<file path="src/rtl/traffic_generator.sv">
// Synthetic packet source for a router Local input port: fixed-gap injection to
// pseudo-random legal destinations, driven over the Req/Gnt/Full handshake.
module traffic_generator #(
    parameter logic [5:0]  routerID       = 6'b000_000,
    parameter int          dataWidth      = 32,
    parameter int          dim            = 4,
    parameter int          injectInterval = 8,
    parameter int          maxPackets     = 100,
    parameter logic [15:0] lfsrSeed       = 16'hACE1
) (
    input  logic                 clk,
    input  logic                 reset,
    input  logic                 enable,
    input  logic                 DnStrFull,
    input  logic                 GntDnStr,
    output logic                 ReqDnStr,
    output logic [dataWidth-1:0] PacketOut,
    output logic [9:0]           PacketsSent,
    output logic                 Done
);

    typedef enum logic [1:0] {WAIT_GAP, PICK_DEST, REQ, DONE} state_t;

    localparam logic [3:0] dimLimit = 4'(dim);

    state_t      state;
    logic [15:0] lfsr;
    logic [9:0]  packetID;
    logic [31:0] gapCnt;

    logic                 lfsrFb;
    logic [2:0]           candX;
    logic [2:0]           candY;
    logic                 destOk;
    logic                 maxReached;
    logic [dataWidth-1:0] candPacket;

    // Fibonacci LFSR, taps 16/14/13/11, shifting towards the MSB
    assign lfsrFb = lfsr[15] ^ lfsr[13] ^ lfsr[12] ^ lfsr[10];
    assign candX  = lfsr[5:3];
    assign candY  = lfsr[2:0];
    assign destOk = ({1'b0, candX} < dimLimit) && ({1'b0, candY} < dimLimit)
                    && ({candX, candY} != routerID);

    assign maxReached = (maxPackets != 0) && ({22'd0, PacketsSent} == 32'(maxPackets));

    always_comb begin
        candPacket                   = '0;
        candPacket[dataWidth-1 -: 6] = {candX, candY};
        candPacket[15:6]             = packetID;
        candPacket[5:0]              = routerID;
    end

    always_ff @(posedge clk or negedge reset) begin
        if (!reset) begin
            state       <= WAIT_GAP;
            lfsr        <= lfsrSeed;
            packetID    <= '0;
            gapCnt      <= '0;
            ReqDnStr    <= 1'b0;
            PacketOut   <= '0;
            PacketsSent <= '0;
            Done        <= 1'b0;
        end else begin
            case (state)
                WAIT_GAP: begin
                    if (maxReached) begin
                        state    <= DONE;
                        Done     <= 1'b1;
                        ReqDnStr <= 1'b0;
                    end else if (enable) begin
                        if (gapCnt == 32'(injectInterval - 1)) begin
                            gapCnt <= '0;
                            state  <= PICK_DEST;
                        end else begin
                            gapCnt <= gapCnt + 32'd1;
                        end
                    end
                end
                PICK_DEST: begin
                    // Rejected candidates simply retry with the next LFSR value
                    lfsr <= {lfsr[14:0], lfsrFb};
                    if (destOk) begin
                        PacketOut <= candPacket;
                        ReqDnStr  <= ~DnStrFull;
                        state     <= REQ;
                    end
                end
                REQ: begin
                    // A grant wins over a simultaneous Full
                    if (ReqDnStr && GntDnStr) begin
                        ReqDnStr <= 1'b0;
                        packetID <= packetID + 10'd1;
                        if (PacketsSent != 10'h3FF) begin
                            PacketsSent <= PacketsSent + 10'd1;
                        end
                        state <= WAIT_GAP;
                    end else begin
                        ReqDnStr <= ~DnStrFull;
                    end
                end
                DONE: begin
                    ReqDnStr <= 1'b0;
                    Done     <= 1'b1;
                end
                default: state <= WAIT_GAP;
            endcase
        end
    end

endmodule

</file>
<file path="config.mk">
export PLATFORM = sky130hd
export DESIGN_NAME = traffic_generator
export DESIGN_NICKNAME = d
export VERILOG_FILES = /design/src/rtl/traffic_generator.sv
export SDC_FILE = /design/constraint.sdc
export NUM_CORES = 1
export LEC_CHECK = 0
export CORE_MARGIN = 8
export CORE_UTILIZATION = 40
export CTS_BUF_LIST = sky130_fd_sc_hd__clkbuf_16
export DETAILED_ROUTE_END_ITERATION = 10
export DONT_BUFFER_PORTS = 1
export PLACE_DENSITY_LB_ADDON = 0.15
export REMOVE_ABC_BUFFERS = 1
export SLEW_MARGIN = 10
export SYNTH_ARGS = -nofsm -noshare
export SYNTH_HDL_FRONTEND = slang
export SYNTH_SLANG_ARGS = --single-unit
</file>
<file path="constraint.sdc">
create_clock -name clk -period 4.04 [get_ports clk]
set_input_delay 0.606 -clock clk [delete_from_list [all_inputs] [get_ports clk]]
set_output_delay 0.606 -clock clk [all_outputs]
set_load 0.01 [all_outputs]
</file>
==> results.toml <==
[outcome]
run_status = "completed"

[critical_path]
worstPathRequired_ps = 4260
criticalPathCategory = "reg -> reg"
worstReg2RegStart = "state[1]$_DFFE_PN0P_"
timing.rr.end = "PacketOut[8]$_DFFE_PN0P_"
start_kind = "register"
rrSetupSlack_ps = 1630
critPathCapture = "PacketOut[8]$_DFFE_PN0P_"
reg2reg_depth = 4
critPathLaunch = "state[1]$_DFFE_PN0P_"
cp-end-kind = "register"
worst_ep_arrival_time_ps = 2630
path_max_fanout = 21

[detailed_routing]
vias = 2482
post_drt_wl_per_cell_um = 15.18
drt-met1-wl_um = 3486
drt_iter0_drc = 88
route.met2.wl_um = 3410
top_layer = "met4"
dr.pass1.iters = 4
drc = 0
viasPerCell = 5.004
drtAntennaViolNets = 0
dr_wl_met3_um = 534
wirelength_um = 7527

[power_and_ir_drop]
cellPowerDensity_nw_per_um2 = 390.7
p_leak_nw = 2.145
max-vdd-ir-drop_uv = 202.6

[clock_network]
root_buffer = "clkbuf_16"
worstSkewPairLatency_ps = 340
clk_path_buf_depth = 2
cts_setup_buffers = 0
numCtsBuffers = 9
htree_levels = 3
post_cts_resized = 0
cts_tree = "done"
clk_pin_slew_worst_paths_ps = 70
clkSinkCount = 88

[finish]
layout_common_cells = "80 x dfrtp_1, 31 x mux2_2, 31 x xnor2_1"
diodes = 0
design_area_sq_um = 4492
mostFrequentLayoutCell = "dfrtp_1"
fin_nets = 368
areaGrowthSynthToFinish_pct = 9.853
fin_util_pct = 44.30
layout-drive-gt1-share_pct = 17.22
nFillCells = 940

[global_routing]
grt_max_degree = 81
grt_pass1_wl_um = 13030
grt_use_total_pct = 12.24
antenna_found_initial = 0
grt_pass1_vias = 2677
grt-ovfl-total = 0

[timing]
maxSlewHeadroom_pct = 44.06
drv_slew = 0
fin_crit_sh_pct = 59.67
worst_hold_slack_ps = 106.5
setup_viol = 0
worstMarginPinSlew_ps = 839.2
rsz0062_at_grt = "false"
tns_ps = 0
min_period_ps = 2411
fin_skew_ps = 9.816
fmax_mhz = 414.8
hold_viol_final = 0

[flow_run]
cap_violations = 0

[yosys]
synthesis.area_sq_um = 4089
synth_seq_cells = 88
yosysWarnings = 0
synth_cells = 352
seq_area_frac_synth_pct = 54.10
syn_avg_cell_area_sq_um = 11.62
async_reset_ff_share_pct = 100.0
synth_edf_count = 0
synth-main-ff-cell = "dfrtp_1"
synth_cell_types = 38

[floorplanning]
start_util_pct = 40.33
std_cell_rows = 37
pin_count = 49
die_w_um = 117.1
core_sq_um = 10140
fp.dieH_um = 117.1
die-area_sq_um = 13710

[placed_design]
place.gp.congestion = 0.7402
portBuffers = 0
hpwl_um = 5144
place_area_sq_um = 4158

[hold_path]
hp-class = "in -> async"
## synth_stat cells, types with 2 or more instances
library cell	number	area share (%)
buf_4	16	2.9
or2_2	2	0.31
nor3_1	15	1.8
mux2i_1	3	0.73
nand4_1	11	1.7
nor2_1	16	1.5
clkbuf_1	6	0.55
nand2_1	24	2.2
nand3_1	18	2.2
and4_1	3	0.64
inv_1	10	0.92
ha_1	8	2.4
o31a_1	2	0.43
and3_1	10	1.5
xnor2_1	31	6.6
xor2_1	16	3.4
nor2b_1	2	0.31
o31ai_1	3	0.55
dfrtp_1	80	49
and2_1	6	0.92
mux2_2	31	8.5
o21ai_0	6	0.73
dfstp_2	8	5.1
nor4_1	9	1.4
a22o_1	3	0.64
## layout make-up
cell class	instances	area (sq um)	share of cell area, %
Sequential cell	88	2212	49.25
Multi-Input combinational cell	245	1738	38.69
Clock buffer	9	225.2	5.014
Tap cell	136	170.2	3.788
Clock inverter	7	81.33	1.811
Inverter	10	37.54	0.8357
Timing Repair Buffer	1	27.53	0.6128
## metrics by stage
stage | instances | setup WS, ps | total power [mW]
after floorplan | 343 | 1923 | 0.9043
after global placement | 479 | 1640 | 0.9041
after CTS | 496 | 1567 | 1.780
after detailed placement | 479 | 1570 | 0.9041
after global routing | 496 | 1397 | 1.824
final | 496 | 1629 | 1.755
## flip-flops by register name (all words and copies together), names as in the netlist
name,flops
state,2
lfsr,16
ReqDnStr,1
gapCnt,32
packetID,10
Done,1
PacketOut,16
PacketsSent,10
## layer usage
metal	vias to the layer above	global-route usage (%)
met5	-	0
met4	0	4.693
met3	9	4.361
met2	54	19.34
met1	1216	15.03
li1	1203	-
## power breakdown
| group | leakage, nW | total, mW | internal (mW) | switching [mW] |
|---|---|---|---|---|
| logic | 0.835 | 0.0249 | 0.00288 | 0.0220 |
| clock network | 0.151 | 0.849 | 0.488 | 0.361 |
| registers | 1.16 | 0.881 | 0.881 | 0 |
## critical path, cell delays in order, from the launching register on
cell and delay (ps):
dfrtp_1 400, inv_1 100, ha_1 710, nand2_1 630, mux2_2 440
## how the worst min path moves through the flow
stage	slack [ps]	endpoint	start
after CTS	100	lfsr[11]$_DFFE_PN1P_	reset
final	110	lfsr[0]$_DFFE_PN1P_	reset
after floorplan	310	Done$_DFFE_PN0P_	reset
after global routing	80	lfsr[5]$_DFFE_PN1P_	reset
after global placement	320	gapCnt[2]$_DFFE_PN0P_	reset
after detailed placement	320	gapCnt[4]$_DFFE_PN0P_	reset
## kinds of logic (layout without fill, tap and decap cells)
family                     after synthesis  count (layout)  synth area share [%]
AOI/OAI and AO/OA                       20              20                 3.642
xor gates and xnor gates                47              47                 10.07
other                                    1              16               0.09171
buffers and inverters                   34              27                 4.774
and+or+nand+nor                        120             120                 15.61
muxes                                   34              34                 9.272
adders and majority gates                8               8                 2.448
DFF                                     88              88                 54.10
## timing repair
| item | in CTS | in global routing |
|---|---|---|
| hold buffers | 1 | 0 |
| endpoints found under the hold margin | 80 | 0 |
| setup endpoints to repair | 0 | 0 |
No activity file was read; power rests on OpenSTA's default activity.
